<file path="src/rtl/rename_unit_if.sv">
// rtl/rename_unit_if.sv - rename, writeback and commit signal bundle for rename_unit
//
// Purpose: groups the decode-side rename handshake, the writeback notification and
// the commit/recover notifications between the core and rename_unit.
// Ports (signals):
//   rn_valid/rn_ready                  rename handshake
//   rn_rs1, rn_rs2, rn_rd, rn_rd_we    architectural operands of the offered instruction
//   p_rs1, p_rs2, p_rs1_rdy, p_rs2_rdy physical sources and their availability
//   p_rd_new, p_rd_old                 allocated destination and its previous mapping
//   wb_valid, wb_prd                   result written to a physical register
//   cm_valid, cm_ard, cm_prd_new/old   in-order commit of a renamed writer
//   recover                            flush all speculative state
//   free_count                         registered free-list occupancy
// Modports: master = core side (drives requests), slave = rename_unit.
interface rename_unit_if #(
  parameter int AW = 6,
  parameter int PW = 7
) ();
  logic          rn_valid;
  logic          rn_ready;
  logic [AW-1:0] rn_rs1;
  logic [AW-1:0] rn_rs2;
  logic [AW-1:0] rn_rd;
  logic          rn_rd_we;
  logic [PW-1:0] p_rs1;
  logic [PW-1:0] p_rs2;
  logic          p_rs1_rdy;
  logic          p_rs2_rdy;
  logic [PW-1:0] p_rd_new;
  logic [PW-1:0] p_rd_old;
  logic          wb_valid;
  logic [PW-1:0] wb_prd;
  logic          cm_valid;
  logic [AW-1:0] cm_ard;
  logic [PW-1:0] cm_prd_new;
  logic [PW-1:0] cm_prd_old;
  logic          recover;
  logic [PW:0]   free_count;

  modport master (
    output rn_valid, rn_rs1, rn_rs2, rn_rd, rn_rd_we,
    output wb_valid, wb_prd,
    output cm_valid, cm_ard, cm_prd_new, cm_prd_old, recover,
    input  rn_ready, p_rs1, p_rs2, p_rs1_rdy, p_rs2_rdy, p_rd_new, p_rd_old, free_count
  );

  modport slave (
    input  rn_valid, rn_rs1, rn_rs2, rn_rd, rn_rd_we,
    input  wb_valid, wb_prd,
    input  cm_valid, cm_ard, cm_prd_new, cm_prd_old, recover,
    output rn_ready, p_rs1, p_rs2, p_rs1_rdy, p_rs2_rdy, p_rd_new, p_rd_old, free_count
  );
endinterface

</file>
<file path="src/rtl/rename_unit.sv">
// rtl/rename_unit.sv - register rename unit with RMT, CMT, circular free list and ready bits
//
// Purpose: renames one instruction per cycle between decode and issue. Sources are
// looked up in the speculative map (RMT), a destination is popped from the free list,
// writebacks set ready bits, commits update the committed map (CMT) and return the
// previous mapping to the free list, and recover restores RMT from CMT.
// Ports:
//   clk   clock
//   rst   synchronous active-high reset
//   bus   rename_unit_if.slave (rename handshake, writeback, commit, recover, free_count)
// Parameters: AREGS architectural regs, PREGS physical regs, ZERO_REG hardwires r0 to p0.
module rename_unit #(
  parameter int AREGS    = 64,
  parameter int PREGS    = 80,
  parameter int ZERO_REG = 1
) (
  input logic          clk,
  input logic          rst,
  rename_unit_if.slave bus
);
  localparam int AW     = $clog2(AREGS);
  localparam int PW     = $clog2(PREGS);
  localparam int CW     = PW + 1;
  localparam int FDEPTH = PREGS - AREGS;
  localparam int FW     = (FDEPTH > 1) ? $clog2(FDEPTH) : 1;
  localparam logic [FW-1:0] LAST_SLOT  = FW'(FDEPTH - 1);
  localparam logic [CW-1:0] FULL_COUNT = CW'(FDEPTH);
  localparam bit            HARD_ZERO  = (ZERO_REG != 0);

  logic [PW-1:0]    r_rmt  [AREGS];
  logic [PW-1:0]    r_cmt  [AREGS];
  logic [PW-1:0]    r_free [FDEPTH];
  logic [FW-1:0]    r_head;
  logic [FW-1:0]    r_tail;
  logic [CW-1:0]    r_free_count;
  logic [PREGS-1:0] r_ready;

  logic          w_rs1_zero;
  logic          w_rs2_zero;
  logic          w_rd_zero;
  logic          w_cm_zero;
  logic          w_alloc;
  logic          w_ready;
  logic          w_fire;
  logic          w_pop;
  logic          w_push;
  logic [PW-1:0] w_p_rs1;
  logic [PW-1:0] w_p_rs2;
  logic [PW-1:0] w_p_rd_new;
  logic [FW-1:0] w_head_inc;
  logic [FW-1:0] w_tail_next;

  // Slot pointers wrap at FDEPTH, which need not be a power of two.
  function automatic logic [FW-1:0] slot_inc(input logic [FW-1:0] idx);
    return (idx == LAST_SLOT) ? '0 : idx + 1'b1;
  endfunction

  assign w_rs1_zero = HARD_ZERO && (bus.rn_rs1 == '0);
  assign w_rs2_zero = HARD_ZERO && (bus.rn_rs2 == '0);
  assign w_rd_zero  = HARD_ZERO && (bus.rn_rd == '0);
  assign w_cm_zero  = HARD_ZERO && (bus.cm_ard == '0);

  assign w_alloc = bus.rn_rd_we && !w_rd_zero;
  // A commit push in this cycle is not visible to the stall decision: free_count is registered.
  assign w_ready = !bus.recover && (!w_alloc || (r_free_count != '0));
  assign w_fire  = bus.rn_valid && w_ready;
  assign w_pop   = w_fire && w_alloc;
  assign w_push  = bus.cm_valid && !w_cm_zero;

  assign w_p_rs1     = w_rs1_zero ? '0 : r_rmt[bus.rn_rs1];
  assign w_p_rs2     = w_rs2_zero ? '0 : r_rmt[bus.rn_rs2];
  assign w_p_rd_new  = r_free[r_head];
  assign w_head_inc  = slot_inc(r_head);
  assign w_tail_next = w_push ? slot_inc(r_tail) : r_tail;

  assign bus.rn_ready   = w_ready;
  assign bus.p_rs1      = w_p_rs1;
  assign bus.p_rs2      = w_p_rs2;
  // Same-cycle writeback is bypassed so a consumer never misses a result.
  assign bus.p_rs1_rdy  = w_rs1_zero || r_ready[w_p_rs1] || (bus.wb_valid && (bus.wb_prd == w_p_rs1));
  assign bus.p_rs2_rdy  = w_rs2_zero || r_ready[w_p_rs2] || (bus.wb_valid && (bus.wb_prd == w_p_rs2));
  assign bus.p_rd_new   = w_p_rd_new;
  assign bus.p_rd_old   = r_rmt[bus.rn_rd];
  assign bus.free_count = r_free_count;

  always_ff @(posedge clk) begin
    if (rst) begin
      for (int i = 0; i < AREGS; i++) begin
        r_rmt[i] <= PW'(i);
        r_cmt[i] <= PW'(i);
      end
      for (int k = 0; k < FDEPTH; k++) begin
        r_free[k] <= PW'(AREGS + k);
      end
      r_head       <= '0;
      r_tail       <= '0;
      r_free_count <= FULL_COUNT;
      r_ready      <= '1;
    end else begin
      // Commits proceed normally even during recover; the restore below sees them.
      if (w_push) begin
        r_cmt[bus.cm_ard] <= bus.cm_prd_new;
        r_free[r_tail]    <= bus.cm_prd_old;
      end
      r_tail <= w_tail_next;

      if (bus.recover) begin
        // Restore from CMT including this cycle's commit; every popped-but-uncommitted
        // register sits between tail and head, so head <- tail returns them all.
        for (int i = 0; i < AREGS; i++) begin
          r_rmt[i] <= (w_push && (bus.cm_ard == AW'(i))) ? bus.cm_prd_new : r_cmt[i];
        end
        r_head       <= w_tail_next;
        r_free_count <= FULL_COUNT;
        r_ready      <= '1;
      end else begin
        if (w_pop) begin
          r_rmt[bus.rn_rd] <= w_p_rd_new;
          r_head           <= w_head_inc;
        end
        case ({w_push, w_pop})
          2'b10:   r_free_count <= r_free_count + 1'b1;
          2'b01:   r_free_count <= r_free_count - 1'b1;
          default: r_free_count <= r_free_count;
        endcase
        if (bus.wb_valid) begin
          r_ready[bus.wb_prd] <= 1'b1;
        end
        // Placed after the writeback so the allocation's clear wins on a collision.
        if (w_pop) begin
          r_ready[w_p_rd_new] <= 1'b0;
        end
      end
    end
  end
endmodule

</file>
<file path="src/flat_wrapper.sv">
// flat-port wrapper written by rule: the top's interface ports become plain ports
module rename_unit_flat 
#(
  parameter int AREGS    = 64,
  parameter int PREGS    = 80,
  parameter int ZERO_REG = 1
)
  (clk, rst, bus_rn_valid, bus_rn_rs1, bus_rn_rs2, bus_rn_rd, bus_rn_rd_we, bus_wb_valid, bus_wb_prd, bus_cm_valid, bus_cm_ard, bus_cm_prd_new, bus_cm_prd_old, bus_recover, bus_rn_ready, bus_p_rs1, bus_p_rs2, bus_p_rs1_rdy, bus_p_rs2_rdy, bus_p_rd_new, bus_p_rd_old, bus_free_count);
  rename_unit_if #(.AW((6)), .PW((7))) bus_i ();
  input logic clk;
  input logic rst;
  input wire logic [$bits(bus_i.rn_valid)-1:0] bus_rn_valid;
  input wire logic [$bits(bus_i.rn_rs1)-1:0] bus_rn_rs1;
  input wire logic [$bits(bus_i.rn_rs2)-1:0] bus_rn_rs2;
  input wire logic [$bits(bus_i.rn_rd)-1:0] bus_rn_rd;
  input wire logic [$bits(bus_i.rn_rd_we)-1:0] bus_rn_rd_we;
  input wire logic [$bits(bus_i.wb_valid)-1:0] bus_wb_valid;
  input wire logic [$bits(bus_i.wb_prd)-1:0] bus_wb_prd;
  input wire logic [$bits(bus_i.cm_valid)-1:0] bus_cm_valid;
  input wire logic [$bits(bus_i.cm_ard)-1:0] bus_cm_ard;
  input wire logic [$bits(bus_i.cm_prd_new)-1:0] bus_cm_prd_new;
  input wire logic [$bits(bus_i.cm_prd_old)-1:0] bus_cm_prd_old;
  input wire logic [$bits(bus_i.recover)-1:0] bus_recover;
  output wire logic [$bits(bus_i.rn_ready)-1:0] bus_rn_ready;
  output wire logic [$bits(bus_i.p_rs1)-1:0] bus_p_rs1;
  output wire logic [$bits(bus_i.p_rs2)-1:0] bus_p_rs2;
  output wire logic [$bits(bus_i.p_rs1_rdy)-1:0] bus_p_rs1_rdy;
  output wire logic [$bits(bus_i.p_rs2_rdy)-1:0] bus_p_rs2_rdy;
  output wire logic [$bits(bus_i.p_rd_new)-1:0] bus_p_rd_new;
  output wire logic [$bits(bus_i.p_rd_old)-1:0] bus_p_rd_old;
  output wire logic [$bits(bus_i.free_count)-1:0] bus_free_count;
  assign bus_i.rn_valid = bus_rn_valid;
  assign bus_i.rn_rs1 = bus_rn_rs1;
  assign bus_i.rn_rs2 = bus_rn_rs2;
  assign bus_i.rn_rd = bus_rn_rd;
  assign bus_i.rn_rd_we = bus_rn_rd_we;
  assign bus_i.wb_valid = bus_wb_valid;
  assign bus_i.wb_prd = bus_wb_prd;
  assign bus_i.cm_valid = bus_cm_valid;
  assign bus_i.cm_ard = bus_cm_ard;
  assign bus_i.cm_prd_new = bus_cm_prd_new;
  assign bus_i.cm_prd_old = bus_cm_prd_old;
  assign bus_i.recover = bus_recover;
  assign bus_rn_ready = bus_i.rn_ready;
  assign bus_p_rs1 = bus_i.p_rs1;
  assign bus_p_rs2 = bus_i.p_rs2;
  assign bus_p_rs1_rdy = bus_i.p_rs1_rdy;
  assign bus_p_rs2_rdy = bus_i.p_rs2_rdy;
  assign bus_p_rd_new = bus_i.p_rd_new;
  assign bus_p_rd_old = bus_i.p_rd_old;
  assign bus_free_count = bus_i.free_count;
  rename_unit #(.AREGS(AREGS), .PREGS(PREGS), .ZERO_REG(ZERO_REG)) u_core (.clk(clk), .rst(rst), .bus(bus_i));
endmodule
</file>
<file path="config.mk">
export PLATFORM = sky130hd
export DESIGN_NAME = rename_unit_flat
export DESIGN_NICKNAME = d
export VERILOG_FILES = /design/src/rtl/rename_unit_if.sv /design/src/rtl/rename_unit.sv /design/src/flat_wrapper.sv
export SDC_FILE = /design/constraint.sdc
export NUM_CORES = 2
export LEC_CHECK = 0
export CAP_MARGIN = 10
export CORE_MARGIN = 3
export CORE_UTILIZATION = 40
export DETAILED_ROUTE_END_ITERATION = 12
export PLACE_DENSITY_LB_ADDON = 0.12
export SLEW_MARGIN = 20
export SYNTH_ARGS = -nofsm -noshare
export SYNTH_HDL_FRONTEND = slang
export SYNTH_SLANG_ARGS = --single-unit
</file>
<file path="constraint.sdc">
create_clock -name clk -period 5.3 [get_ports clk]
set_input_delay 0.53 -clock clk [delete_from_list [all_inputs] [get_ports clk]]
set_output_delay 0.53 -clock clk [all_outputs]
set_load 0.01 [all_outputs]
</file>
* Yosys cells after proc, flatten, opt, wreduce, memory -nomap -nowiden
Memory sizes are Yosys's and may differ from the RTL's. A register that Yosys moved wholly into a read port is not among the register bits.
Index checks and enable logic that the tools add are counted.
** Word-level totals
- RAM bits :: 1008
- Memories :: 3
- Output and inout port bits :: 39
- Register bits :: 96
- Bits of input ports :: 52
- Logic and storage cells :: 417
** Memories
- u_core.r_cmt :: depth 64, width 7, read ports 64, clocked after memory_dff 0, write ports 64, RTL line rename_unit.sv:31 : logic [PW-1:0] r_cmt [AREGS];
- u_core.r_rmt :: depth 64, width 7, read ports 3, clocked after memory_dff 0, write ports 64, RTL line rename_unit.sv:30 : logic [PW-1:0] r_rmt [AREGS];
- u_core.r_free :: depth 16, width 7, read ports 1, clocked after memory_dff 1, write ports 16, RTL line rename_unit.sv:32 : logic [PW-1:0] r_free [FDEPTH];
** Cells by class
- Muxes and demuxes :: 171
- Reductions and logical operators :: 93
- Bitwise gates (word level) :: 67
- Equality and inequality tests :: 69
- $add $sub $neg :: 4
- $lt $le $gt $ge :: 6
** Operator list (count)
- 7-bit two-way mux :: 133
- 80-bit two-way mux :: 4
- 6-bit == test (second input constant) :: 32
- 6-bit by 5-bit == test with 1-bit output (second input constant) :: 16
- 80-bit AND :: 1
- 80-bit inverter :: 1
- 80-bit OR :: 1
- 1-bit logical AND :: 73
- 1-bit OR :: 64
- 6-bit by 4-bit == test with 1-bit output (second input constant) :: 8
- 7-bit by 8-bit less-than comparator with 1-bit output (second input constant) :: 4
- 4-bit two-way mux :: 8
- 6-bit by 3-bit == test with 1-bit output (second input constant) :: 4
- 6-bit zero test :: 4
- 7-bit OR reduction :: 3
- 1-bit two-way mux :: 19
- 8-bit case mux with 2 select lines :: 1
- 1-bit binary-select mux with 7-bit select :: 2
- 1-bit demux with 7-bit select :: 2
- 7-bit == test :: 2
- 7-bit by 1-bit greater-or-equal comparator with 1-bit output (second input constant) :: 2
- 6-bit by 2-bit == test with 1-bit output (second input constant) :: 2
- 6-bit two-way mux :: 2
- 4-bit by 1-bit adder with 4-bit output (second input constant) :: 2
- 11 further kinds :: 20

* Depth between registers and ports, before layout
- Depth in word-level cells :: 14
- Gate-level depth with buffers :: 20
- Mapped depth without buffers :: 16

* Worst setup path after synthesis
No wires, ideal clock.
- Path type :: input to register
- Start point :: in bus_rn_rd[3]
- End point :: reg u_core.r_free_count[7] (netlist: u_core.bus.free_count[7])
- Arrival :: 4.703 ns
- Buffers on the path :: 4
- Stages :: 20
- Setup slack :: 0.520 ns
- Cells stage by stage :: clkbuf_1 -> nor3_1 -> a21boi_0 -> a31oi_1 -> and3_1 -> clkbuf_1 -> clkbuf_1 -> ha_1 -> clkbuf_1 -> inv_2 -> or3_1 -> o21ai_0 -> a21oi_1 -> o21ai_0 -> a221o_1 -> nand2_1 -> o32a_1 -> o221a_2 -> or3_1 -> a21oi_1
** On the way
- Word-level cells in the longest chain between the ends :: 10
- Elaborated cells between the ends (all ways) :: 12
** RTL lines
- from (decl) :: RTL line flat_wrapper.sv:15 : input wire logic [$bits(bus_i.rn_rd)-1:0] bus_rn_rd;
- 6-bit zero test * :: RTL line rename_unit.sv:60 : assign w_rd_zero = HARD_ZERO && (bus.rn_rd == '0);
- 1-bit zero test * :: RTL line rename_unit.sv:63 : assign w_alloc = bus.rn_rd_we && !w_rd_zero;
- 1-bit logical AND * :: RTL line rename_unit.sv:63
- 1-bit zero test * :: RTL line rename_unit.sv:65 : assign w_ready = !bus.recover && (!w_alloc || (r_free_count != '0));
- 1-bit logical OR * :: RTL line rename_unit.sv:65
- 1-bit logical AND * :: RTL line rename_unit.sv:65
- named net bus_rn_ready :: RTL line flat_wrapper.sv:24 : output wire logic [$bits(bus_i.rn_ready)-1:0] bus_rn_ready;
- 1-bit logical AND * :: RTL line rename_unit.sv:66 : assign w_fire = bus.rn_valid && w_ready;
- 1-bit logical AND * :: RTL line rename_unit.sv:67 : assign w_pop = w_fire && w_alloc;
- 2-bit by 1-bit == test with 1-bit output or 2-bit == test (tied branches) :: RTL line rename_unit.sv:121 : case ({w_push, w_pop})
- 8-bit case mux with 2 select lines or 2-bit nonzero test (tied branches)
- to (signal assigned) :: RTL line rename_unit.sv:122 : 2'b10: r_free_count <= r_free_count + 1'b1;
- to (signal assigned) :: RTL line rename_unit.sv:123 : 2'b01: r_free_count <= r_free_count - 1'b1;
- to (signal assigned) :: RTL line rename_unit.sv:124 : default: r_free_count <= r_free_count;
- to (decl) :: RTL line rename_unit.sv:35 : logic [CW-1:0] r_free_count;
The timed path passes the listed nets; every way through them passes the cells marked *.
A chain may end at the register's enable or synchronous reset.

==> results.cfg <==
[yosys]
synthCells = 5224
avgSynthCellArea_um2 = 11.7
synth_top_cell_by_area = edfxtp_1
yosys_register_bits = 1108
yosysUniqueCellTypes = 88
synth_edf_count = 1008
ys_warn_count = 0
yosysSeqAreaShare_pct = 53.0
netlist.area_leader.share_pct = 49.7
synth_common_cells = edfxtp_1, a21oi_1, clkbuf_1
synth_ff_type = edfxtp_1
ys_top_cells_by_area = edfxtp_1, mux4_2, mux2i_1, dfxtp_1, a21oi_1
post-synth-top-count-cell = edfxtp_1
async_flop_share_pct = 0
synth_area_mm2 = 0.0609

[sta]
finalClockSkew_ns = 0.101
setup_tns_ns = 0
fmax_ghz = 0.198
final-hold-violation-count = 0
slew_headroom_pct = 20.8
fin_crit_sh_pct = 95.5
rsz0062_at_grt = no
setup_violations = 0
min_period_ns = 5.06
final_max_slew_viol_count = 0
tightest_slew_ns = 1.19
setup_ws_ns = 0.241

[job]
maxCapViolations = 0

[setup_path]
path_cells = mux4_2 -> nor3_1 -> or4_4 -> or3_4 -> o21a_2 -> buf_12 -> mux2i_1 -> mux2_2 -> a222oi_1 -> buf_4 -> a31oi_1 -> nand4_1 -> a21o_1 -> clkbuf_2
start_kind = flip-flop
critical_path.max_fanout = 29
path_class = flip-flop to output port
end_kind = output port
crit_family = simple AND/OR/NAND/NOR gates
required_ns = 4.77
cpPeakStageDelay_ns = 0.55
cp.arrival_ns = 4.53
crit_buf_inv = 3
cp_slowest_cell = edfxtp_1

[drt]
first_pass_iters = 6
drc_errors = 0
drtIter0Drc = 7456
wl_met3_mm = 28.6
top_layer_used = met5
wire_per_inst_um = 36.4
avgViaCountPerCell = 6.68
wl_met2_mm = 118
wl_met1_mm = 109
ant_nets = 0
drt-total-wl_mm = 270
vias = 49577

[placed_design]
dp_hpwl_mm = 189
port_buffers = 90
gp_congestion = 1.04
pre_cts_slack_ns = -0.0775

[global_routing]
antenna_found_initial = 19
grt_max_degree = 97
grt_pass1_wl_mm = 373
grt_pass1_vias = 46370
grt_overflow = 0
gr-usage-all-layers_pct = 33.5

[pwr]
p_per_area_mw_per_mm2 = 321
vdd_drop_max_mv = 0.287
leakage_uw = 0.0250

[die]
core-area_mm2 = 0.150
die_area_mm2 = 0.157
num_io_pins = 91
initial_core_util_pct = 40.5
rows = 142
die_h_um = 396
die_w_um = 396

[cts]
root_buffer = clkbuf_16
cts_buffers = 120
cts_buffer_depth = 3
cts_sinks = 1108
clock_latency_ns = 0.80
htree_levels = 3
cts_tree = done
cts.clk_slew.worst_paths_ns = 0.06

[min_path]
worstHoldPathType = input port to flip-flop

[finish]
drive_gt1_share_pct = 16.8
nNetsFinal = 5360
syn_to_final_growth_pct = 14.3
fillCellCount = 13781

[outcome]
outcome = completed
-- flip-flops by register name (all words and copies together), names as in the netlist, named ones only --
signal                 count
u_core.r_ready            80
u_core.r_head              4
u_core.bus.free_count      8
u_core.r_cmt             448
u_core.r_free            112
u_core.r_tail              4
u_core.r_rmt             448
-- cell type report --
type                       instances  area [um2]  share of cell area [%]
multi-input combinational       3565       26500                    38.1
tap                             2016        2520                    3.62
antenna                            6        15.0                  0.0216
clock buffer                     167        3230                    4.64
clock inverter                    60         659                   0.947
sequential                      1108       32300                    46.4
inverter                          57         214                   0.307
timing repair buffer             447        4160                    5.98
-- per-layer routing --
layer | vias up | global-route usage (%)
met5 | - | 0
met4 | 10 | 14.9
li1 | 20543 | -
met2 | 3160 | 50.0
met1 | 25264 | 46.8
met3 | 600 | 7.52
-- worst reg2reg max path, stage by stage, from the launching register on --
cell     delay, ns
dfxtp_2       0.64
buf_4         0.30
mux4_2        0.51
mux2_2        0.29
o21ai_4       0.14
buf_4         0.55
buf_4         0.60
nand4_1       0.68
nor2_1        0.26
o21ai_0       0.11
-- worst paths after layout --
kind                                          start                  to  slack (ns)  cells past startpoint
worst max-delay path            u_core.r_rmt[19][2]       bus_p_rs2_rdy        0.24                     14
worst max register to register            flip-flop  u_core.r_ready[42]        0.99                      9
worst min register to register   u_core.r_cmt[0][1]  u_core.r_rmt[0][1]        0.52                      1
worst min-delay path                            rst    u_core.r_tail[2]        0.28                      2
-- stage by stage --
step | util [%] | hold slack [ns] | instance area, um2 | power [uW] | instances
5_1_grt | 46.2 | 0.274 | 69600 | 22900 | 7422
4_1_cts | 46.2 | 0.237 | 69600 | 22300 | 7420
3_3_place_gp | 43.6 | 0.504 | 65600 | 14000 | 7184
3_5_place_dp | 43.6 | 0.507 | 65600 | 14000 | 7186
6_report | 46.3 | 0.278 | 69600 | 22300 | 7426
2_1_floorplan | - | 0.493 | 60900 | 12100 | 5230
-- timing repair --
| action | in CTS | in global routing |
|---|---|---|
| hold buffers | 0 | 0 |
| pin swaps | 3 | 1 |
| endpoints found under the setup margin | 2 | 2 |
| gates resized for setup | 11 | 8 |
| buffers inserted | 7 | 0 |
| cloned | 0 | 0 |
-- report_power, final --
part	switching [uW]	internal (uW)	total, uW	leakage (uW)
combinational	2270	1140	3410	0.0124
sequential	528	10000	10600	0.0107
clock	3680	4670	8350	0.00187
total	6470	15800	22300	0.0250
-- cell families (layout without fill, tap and decap cells) --
| family | Yosys count | count (layout) | share of synthesized area [%] |
|---|---|---|---|
| AO/OA/AOI/OAI | 1338 | 1338 | 13.9 |
| XOR/XNOR | 23 | 23 | 0.331 |
| adder cells (fa/ha/maj) | 9 | 9 | 0.185 |
| buffers and inverters | 557 | 731 | 3.93 |
| flip-flops | 1108 | 1108 | 53.0 |
| multiplexers | 629 | 629 | 15.3 |
| other | 1 | 13 | 0.00616 |
| AND/OR/NAND/NOR | 1559 | 1559 | 13.4 |
-- placed cells by master (no fill, tap or decap), types with 46 or more instances in the layout --
| master | instances |
|---|---|
| clkdlybuf4s50_1 | 73 |
| or3_1 | 208 |
| o22ai_1 | 161 |
| a21oi_1 | 393 |
| nand2b_1 | 77 |
| clkbuf_16 | 120 |
| and3_1 | 194 |
| and2_1 | 161 |
| nand3_1 | 67 |
| mux2i_1 | 353 |
| nand4_1 | 61 |
| buf_4 | 318 |
| nand2_1 | 312 |
| nor2_1 | 312 |
| dfxtp_1 | 99 |
| a22oi_1 | 237 |
| buf_12 | 46 |
| o211ai_1 | 121 |
| o21ai_0 | 218 |
| edfxtp_1 | 1008 |
| mux4_2 | 213 |
No activity file was read; power rests on OpenSTA's default activity.
